--- config.mk ---
export PLATFORM = sky130hd
export DESIGN_NAME = axil_timer_regs
export DESIGN_NICKNAME = d
export VERILOG_FILES = /design/src/rtl/axil_timer_regs.sv
export SDC_FILE = /design/constraint.sdc
export NUM_CORES = 1
export LEC_CHECK = 0
export BUFFER_PORTS_ARGS = -buffer_cell sky130_fd_sc_hd__buf_2
export CORE_MARGIN = 4
export CORE_UTILIZATION = 45
export DETAILED_ROUTE_END_ITERATION = 6
export PLACE_DENSITY = 0.78
export SETUP_SLACK_MARGIN = 0.1
export SLEW_MARGIN = 0
export SYNTH_ARGS = -nofsm -noshare
export SYNTH_HDL_FRONTEND = slang
export SYNTH_SLANG_ARGS = --single-unit
--- constraint.sdc ---
create_clock -name aclk -period 2.49 [get_ports aclk]
set_input_delay 0 -clock aclk [delete_from_list [all_inputs] [get_ports aclk]]
set_output_delay 0 -clock aclk [all_outputs]
set_load 0.1 [all_outputs]
--- src/rtl/axil_timer_regs.sv ---
// AXI4-Lite register window: ID, scratch, control, 64-bit cycle counter with coherent hi/lo snapshot.
// Define AXIL_TIMER_CMP_EN to add the CMP_LO/CMP_HI compare registers, CTRL.IRQ_EN and the irq output.
module axil_timer_regs #(
    parameter logic [31:0] ID_VALUE  = 32'h00FB_0001,
    parameter int          ADDR_BITS = 8,
    parameter int          CNT_W     = 64
) (
    input  logic        aclk,
    input  logic        aresetn,
    input  logic [31:0] awaddr,
    input  logic        awvalid,
    output logic        awready,
    input  logic [31:0] wdata,
    input  logic [3:0]  wstrb,
    input  logic        wvalid,
    output logic        wready,
    output logic [1:0]  bresp,
    output logic        bvalid,
    input  logic        bready,
    input  logic [31:0] araddr,
    input  logic        arvalid,
    output logic        arready,
    output logic [31:0] rdata,
    output logic [1:0]  rresp,
    output logic        rvalid,
    input  logic        rready,
    output logic        irq
);
    typedef enum logic {W_IDLE, W_RESP} w_state_t;
    typedef enum logic {R_IDLE, R_DATA} r_state_t;

    localparam logic [1:0] RESP_OKAY   = 2'b00;
    localparam logic [1:0] RESP_SLVERR = 2'b10;
    localparam int IDX_W = ADDR_BITS - 2;
    localparam logic [IDX_W-1:0] IDX_ID      = IDX_W'(0);
    localparam logic [IDX_W-1:0] IDX_SCRATCH = IDX_W'(1);
    localparam logic [IDX_W-1:0] IDX_CTRL    = IDX_W'(2);
    localparam logic [IDX_W-1:0] IDX_CNT_LO  = IDX_W'(3);
    localparam logic [IDX_W-1:0] IDX_SNAP_HI = IDX_W'(4);
    localparam logic [IDX_W-1:0] IDX_CMP_LO  = IDX_W'(5);
    localparam logic [IDX_W-1:0] IDX_CMP_HI  = IDX_W'(6);

    function automatic logic idx_mapped(input logic [IDX_W-1:0] idx);
`ifdef AXIL_TIMER_CMP_EN
        return idx <= IDX_CMP_HI;
`else
        return idx <= IDX_SNAP_HI;
`endif
    endfunction

    w_state_t          w_state_reg, w_state_next;
    r_state_t          r_state_reg, r_state_next;
    logic              ready_en_reg;
    logic              aw_held_reg, w_held_reg;
    logic [IDX_W-1:0]  aw_idx_reg;
    logic [31:0]       wdata_reg;
    logic [3:0]        wstrb_reg;
    logic [1:0]        bresp_reg;
    logic [31:0]       rdata_reg;
    logic [1:0]        rresp_reg;
    logic [31:0]       scratch_reg, scratch_next;
    logic              ctrl_en_reg;
    logic              ctrl_irq_en;
    logic [CNT_W-1:0]  cnt_reg;
    logic [31:0]       snap_hi_reg;
    logic [31:0]       rd_value;
    logic              aw_hs, w_hs, ar_hs, wr_fire, clr;
    logic [IDX_W-1:0]  wr_idx, rd_idx;
    logic [31:0]       wr_data;
    logic [3:0]        wr_strb;
    logic              unused_addr_bits;

    // ready_en_reg keeps every ready low while reset is held and for the first cycle after
    assign awready = ready_en_reg && (w_state_reg == W_IDLE) && !aw_held_reg;
    assign wready  = ready_en_reg && (w_state_reg == W_IDLE) && !w_held_reg;
    assign arready = ready_en_reg && (r_state_reg == R_IDLE);
    assign bvalid  = (w_state_reg == W_RESP);
    assign rvalid  = (r_state_reg == R_DATA);
    assign bresp   = bresp_reg;
    assign rdata   = rdata_reg;
    assign rresp   = rresp_reg;

    assign aw_hs   = awvalid && awready;
    assign w_hs    = wvalid && wready;
    assign ar_hs   = arvalid && arready;
    assign wr_fire = (w_state_reg == W_IDLE) && (aw_held_reg || aw_hs) && (w_held_reg || w_hs);
    assign wr_idx  = aw_held_reg ? aw_idx_reg : awaddr[ADDR_BITS-1:2];
    assign wr_data = w_held_reg ? wdata_reg : wdata;
    assign wr_strb = w_held_reg ? wstrb_reg : wstrb;
    assign rd_idx  = araddr[ADDR_BITS-1:2];
    assign clr     = wr_fire && (wr_idx == IDX_CTRL) && wr_strb[0] && wr_data[1];
    assign unused_addr_bits = ^{awaddr[31:ADDR_BITS], awaddr[1:0], araddr[31:ADDR_BITS], araddr[1:0]};

    genvar gi;
    generate
        for (gi = 0; gi < 4; gi++) begin : g_scratch_lane
            assign scratch_next[gi*8 +: 8] = wr_strb[gi] ? wr_data[gi*8 +: 8] : scratch_reg[gi*8 +: 8];
        end
    endgenerate

    always_comb begin
        w_state_next = w_state_reg;
        case (w_state_reg)
            W_IDLE:  if (wr_fire) w_state_next = W_RESP;
            W_RESP:  if (bready)  w_state_next = W_IDLE;
            default: w_state_next = W_IDLE;
        endcase
    end

    always_comb begin
        r_state_next = r_state_reg;
        case (r_state_reg)
            R_IDLE:  if (ar_hs)  r_state_next = R_DATA;
            R_DATA:  if (rready) r_state_next = R_IDLE;
            default: r_state_next = R_IDLE;
        endcase
    end

    always_ff @(posedge aclk or negedge aresetn) begin
        if (!aresetn) begin
            ready_en_reg <= 1'b0;
            w_state_reg  <= W_IDLE;
            r_state_reg  <= R_IDLE;
        end else begin
            ready_en_reg <= 1'b1;
            w_state_reg  <= w_state_next;
            r_state_reg  <= r_state_next;
        end
    end

    // AW and W are captured independently; the register update fires once both are present
    always_ff @(posedge aclk or negedge aresetn) begin
        if (!aresetn) begin
            aw_held_reg <= 1'b0;
            w_held_reg  <= 1'b0;
            aw_idx_reg  <= '0;
            wdata_reg   <= '0;
            wstrb_reg   <= '0;
            bresp_reg   <= RESP_OKAY;
        end else if (wr_fire) begin
            aw_held_reg <= 1'b0;
            w_held_reg  <= 1'b0;
            bresp_reg   <= idx_mapped(wr_idx) ? RESP_OKAY : RESP_SLVERR;
        end else begin
            if (aw_hs) begin
                aw_held_reg <= 1'b1;
                aw_idx_reg  <= awaddr[ADDR_BITS-1:2];
            end
            if (w_hs) begin
                w_held_reg <= 1'b1;
                wdata_reg  <= wdata;
                wstrb_reg  <= wstrb;
            end
        end
    end

    always_ff @(posedge aclk or negedge aresetn) begin
        if (!aresetn) begin
            scratch_reg <= '0;
            ctrl_en_reg <= 1'b0;
        end else if (wr_fire) begin
            if (wr_idx == IDX_SCRATCH)
                scratch_reg <= scratch_next;
            if (wr_idx == IDX_CTRL && wr_strb[0])
                ctrl_en_reg <= wr_data[0];
        end
    end

    // Clear wins over increment; the write edge itself loads zero
    always_ff @(posedge aclk or negedge aresetn) begin
        if (!aresetn)
            cnt_reg <= '0;
        else if (clr)
            cnt_reg <= '0;
        else if (ctrl_en_reg)
            cnt_reg <= cnt_reg + CNT_W'(1);
    end

`ifdef AXIL_TIMER_CMP_EN
    logic        irq_en_reg, irq_reg;
    logic [31:0] cmp_lo_reg, cmp_hi_reg, cmp_lo_next, cmp_hi_next;

    generate
        for (gi = 0; gi < 4; gi++) begin : g_cmp_lane
            assign cmp_lo_next[gi*8 +: 8] = wr_strb[gi] ? wr_data[gi*8 +: 8] : cmp_lo_reg[gi*8 +: 8];
            assign cmp_hi_next[gi*8 +: 8] = wr_strb[gi] ? wr_data[gi*8 +: 8] : cmp_hi_reg[gi*8 +: 8];
        end
    endgenerate

    always_ff @(posedge aclk or negedge aresetn) begin
        if (!aresetn) begin
            irq_en_reg <= 1'b0;
            cmp_lo_reg <= 32'hFFFF_FFFF;
            cmp_hi_reg <= 32'hFFFF_FFFF;
            irq_reg    <= 1'b0;
        end else begin
            irq_reg <= irq_en_reg && (cnt_reg >= {cmp_hi_reg, cmp_lo_reg});
            if (wr_fire) begin
                if (wr_idx == IDX_CTRL && wr_strb[0])
                    irq_en_reg <= wr_data[2];
                if (wr_idx == IDX_CMP_LO)
                    cmp_lo_reg <= cmp_lo_next;
                if (wr_idx == IDX_CMP_HI)
                    cmp_hi_reg <= cmp_hi_next;
            end
        end
    end

    assign ctrl_irq_en = irq_en_reg;
    assign irq         = irq_reg;
`else
    assign ctrl_irq_en = 1'b0;
    assign irq         = 1'b0;
`endif

    always_comb begin
        rd_value = '0;
        case (rd_idx)
            IDX_ID:      rd_value = ID_VALUE;
            IDX_SCRATCH: rd_value = scratch_reg;
            IDX_CTRL:    rd_value = {29'd0, ctrl_irq_en, 1'b0, ctrl_en_reg};
            IDX_CNT_LO:  rd_value = cnt_reg[31:0];
            IDX_SNAP_HI: rd_value = snap_hi_reg;
`ifdef AXIL_TIMER_CMP_EN
            IDX_CMP_LO:  rd_value = cmp_lo_reg;
            IDX_CMP_HI:  rd_value = cmp_hi_reg;
`endif
            default:     rd_value = '0;
        endcase
    end

    // The high word is snapshotted on the same edge the low word is sampled
    always_ff @(posedge aclk or negedge aresetn) begin
        if (!aresetn) begin
            rdata_reg   <= '0;
            rresp_reg   <= RESP_OKAY;
            snap_hi_reg <= '0;
        end else if (ar_hs) begin
            rdata_reg <= rd_value;
            rresp_reg <= idx_mapped(rd_idx) ? RESP_OKAY : RESP_SLVERR;
            if (rd_idx == IDX_CNT_LO)
                snap_hi_reg <= cnt_reg[63:32];
        end
    end
endmodule

==> flow_summary_export.csv <==
group,metric,value,unit
yosys,share_of_synthesized_area_occupied_by_flip_flops_and_latches,54.77,%
setup_path,cp_max_fo,8,
layout,drive_above_1_share,26.83,%
setup_path,setup.worst_path.end,"cnt_reg[51]",
yosys,synth.area.mux_share,12.53,%
clock_network,worst_setup_hold_path_clk_slew,0.06,ns
setup_path,critical_path.startpoint_type,"flip-flop",
power,power_switching_share,36.71,%
power,power.ir.vdd_worst,0.5123,mV
timing,min_period_over_period,95.57,%
timing,worstMarginPinSlew,0.8120,ns
min_path,worstHoldStart,"arvalid",
setup_path,r2r-start,"cnt_reg[25]",
placement,finalWeightedCongestion,0.9316,
yosys,syn_inst,894,
layout,largest_register_ff_count,64,
route,vias_per_cell,5.808,
floorplanning,core_region_area,21020,um^2
yosys,syn_avg_cell_area,10.73,um^2
layout,stdcell_count,1356,
power,power.net_switching,4.661,mW
timing,timing.final.hold_violations,0,
setup_path,timing.critical_path.mode_cell,"sky130_fd_sc_hd__or4_4",
yosys,synth-warning-count,0,
yosys,dominant_combinational_cell_family_by_area_after_synthesis,"simple AND/OR/NAND/NOR gates",
yosys,syn-cell-area,9595,um^2
timing,max-slew-margin-rel,45.87,%
layout,flow.area_growth_from_synthesis,24.05,%
min_path,holdPathStages,3,
yosys,synth-compound-area-share,10.95,%
placement,hpwlAfterDp,17420,um
global_routing,grt_overflow_total,0,
clock_network,cts_num_sinks,210,
setup_path,cp.arrival,2.80,ns
clock_network,clk_latency,0.50,ns
layout,final_nets,1176,
setup_path,cp_data_required_time,2.91,ns
status,outcome,"completed",
flow_run,cap_violations,0,
route,detail_route.first_pass.iterations,7,
timing,maxSlewViolCount,0,
global_routing,antenna_violations_before_repair,0,
yosys,ys_types,46,
timing,period_minus_slack,2.380,ns
clock_network,ctsHtreeMaxLevel,1,
setup_path,worstRegToRegCells,6,
min_path,holdCritPathClass,"input port to flip-flop",
clock_network,cts-buffers-inserted,21,
yosys,synth-main-ff-cell,"sky130_fd_sc_hd__dfrtp_1",
floorplanning,die_x,154.0,um
power,p_seq_share,42.6,%
floorplanning,rows,53,
layout,insertedDiodeCount,0,
timing,setup_total_negative_slack,0,ns
power,power_density,1067,nW/um^2
timing,report.final.setup_viol,0,
timing,fin_worst_skew,0.009095,ns
global_routing,grt_first_pass_wirelength,41450,um
setup_path,timing.reg2reg.setup_slack,0.11,ns
route,route.vias.total,7876,
setup_path,cp_slowest_cell,"sky130_fd_sc_hd__or4_4",
yosys,synth_xor_xnor_area_share,3.286,%
setup_path,timing_worst_setup_path_type,"flip-flop to flip-flop",
floorplanning,i_o_pin_cnt,149,
setup_path,crit_path_cell_trace,"nand4_4 -> or4_4 -> or4_4 -> buf_4 -> or3_1 -> a21oi_2",
power,clockPowerShare,22.9,%
setup_path,crit_path_start,"cnt_reg[25]",
clock_network,clock_root_cell,"sky130_fd_sc_hd__clkbuf_16",
floorplanning,floorplan.die_area,23720,um^2
setup_path,wp_buf_inv,1,
setup_path,rr_endpoint,"cnt_reg[51]",
global_routing,first_global_vias,7955,
power,p_leak,5.256,nW
yosys,yosys_register_bits,210,
placement,placed_cells_incl_taps,1267,
placement,place.port_buffers,93,
timing,rsz0062_at_grt,"true",
yosys,post_synth_edffs,0,
route,drt_wl_total,25460,um
clock_network,tritoncts_clock_tree,"yes",
timing,maxClockFrequency,420.2,MHz
route,wl_per_cell,18.78,um
clock_network,cts_buffer_depth,3,
yosys,area_share_of_fa_ha_maj_cells_after_synthesis,0.1304,%
floorplanning,die-height,154.0,um
floorplanning,initial_core_util,45.65,%
setup_path,path_depth,6,
setup_path,critPathTopFamily,"simple AND/OR/NAND/NOR gates",
power,power_frac_comb,34.5,%
yosys,synth_simple_gate_area_share,15.43,%
power,p_int,8.035,mW
setup_path,slowest_delay,0.57,ns
global_routing,global_route.usage.total,21.22,%
setup_path,setup.worst_path.end_class,"flip-flop",
route,drt-initial-drc-count,980,
route,ant_nets,0,
global_routing,maximum_number_of_pins_on_one_net_before_global_route_repair,84,
route,drc,0,
yosys,synthArstFlopShare,100.0,%
[what timing repair did]
item | in CTS | in global routing
pin swaps | 0 | 6
buffers inserted | 1 | 4
endpoints found under the hold margin | 158 | 0
setup endpoints to repair | 9 | 22
hold buffers | 48 | 0
resized for setup | 5 | 7
[Yosys cell counts, drive strengths merged, types with 3 or more instances]
cell / count / share of area (%)
dfrtp: 210 / 55
nor2: 76 / 3.0
nand2: 75 / 2.9
mux2: 73 / 8.6
o21ai: 72 / 3.8
a21oi: 60 / 3.1
clkbuf: 46 / 1.8
mux2i: 38 / 4.0
xnor2: 26 / 2.4
or3: 25 / 1.6
a222oi: 24 / 2.5
nand3: 20 / 1.1
nand4: 18 / 1.2
nor3: 16 / 0.83
nor4: 16 / 1.0
inv: 13 / 0.51
or4: 11 / 0.90
and4: 10 / 0.91
xor2: 10 / 0.91
buf: 9 / 0.52
a221o: 7 / 0.73
and3: 7 / 0.46
and2: 5 / 0.33
nor3b: 5 / 0.39
nor2b: 3 / 0.20
[routing by layer]
layer  vias up  global-route usage (%)  part of all wire (%)
met5         -                       0                     0
met4         0                   6.770                   3.3
met3        67                   3.349                   6.7
met2       308                   35.13                    48
met1      3919                   28.79                    42
li1       3582                       -                     -
[cell families after synthesis]
kind of cell,after synthesis
flip-flops,210
multiplexers,111
buffers and inverters,68
AND/OR/NAND/NOR,293
AO/OA/AOI/OAI,173
other,2
adder cells (fa/ha/maj),1
XOR/XNOR,36
[how the worst min path moves through the flow]
stage	end	slack, ns
floorplan	aw_held_reg	-0.30
global placement	wdata_reg[19]	0.09
detailed placement	wdata_reg[18]	0.09
CTS	rresp[1]	0.01
global route	rresp[1]	0.03
finish	rresp[1]	0.05
[area by class of cell]
cell class                 instances  area [um^2]
inverter                          13        48.80
timing repair buffer             204         1465
clock buffer                      29        575.6
fill                            1694         9119
tap                              275        344.1
sequential                       210         5263
multi-input combinational        618         4169
clock inverter                     7        37.54
[through the flow]
stage / setup WS, ns / area [um^2] / total power, mW / hold WS [ns] / util (%)
2_1_floorplan: 0.03923 / 9633 / 8.035 / -0.2956 / -
3_3_place_gp: 0.1026 / 10730 / 9.336 / 0.08778 / 51.05
3_5_place_dp: 0.03429 / 10730 / 9.523 / 0.08877 / 51.05
4_1_cts: 0.1152 / 11860 / 12.58 / 0.01025 / 56.40
5_1_grt: 0.02714 / 11900 / 13.44 / 0.03477 / 56.62
6_report: 0.1104 / 11900 / 12.70 / 0.04796 / 56.62
[power groups by stage]
stage	sequential (mW)	clock (mW)	combinational (mW)
CTS	5.37	2.94	4.27
floorplan	5.30	0	2.74
global route	5.52	3.10	4.82
global placement	5.36	0	3.98
detailed placement	5.42	0	4.10
finish	5.41	2.90	4.38
[worst reg2reg max path: cells and delay by family (launching register included)]
| kind | cells | cell delay (ns) |
|---|---|---|
| buffers and inverters | 1 | 0.18 |
| flip-flops | 1 | 0.41 |
| AO/OA/AOI/OAI | 1 | 0.15 |
| AND/OR/NAND/NOR | 4 | 1.57 |
[layout by cell type (no fill, tap or decap), types with 10 or more instances in the layout]
master                            n
sky130_fd_sc_hd__dfrtp_1        204
sky130_fd_sc_hd__buf_2           92
sky130_fd_sc_hd__nand2_1         75
sky130_fd_sc_hd__nor2_1          74
sky130_fd_sc_hd__mux2_2          73
sky130_fd_sc_hd__o21ai_0         71
sky130_fd_sc_hd__buf_4           60
sky130_fd_sc_hd__a21oi_1         58
sky130_fd_sc_hd__dlygate4sd3_1   48
sky130_fd_sc_hd__mux2i_1         38
sky130_fd_sc_hd__xnor2_1         26
sky130_fd_sc_hd__or3_1           25
sky130_fd_sc_hd__a222oi_1        24
sky130_fd_sc_hd__clkbuf_16       21
sky130_fd_sc_hd__nand3_1         18
sky130_fd_sc_hd__nand4_1         17
sky130_fd_sc_hd__nor3_1          16
sky130_fd_sc_hd__inv_1           13
sky130_fd_sc_hd__nor4_1          12
sky130_fd_sc_hd__xor2_1          10
No activity file was read; power rests on OpenSTA's default activity.
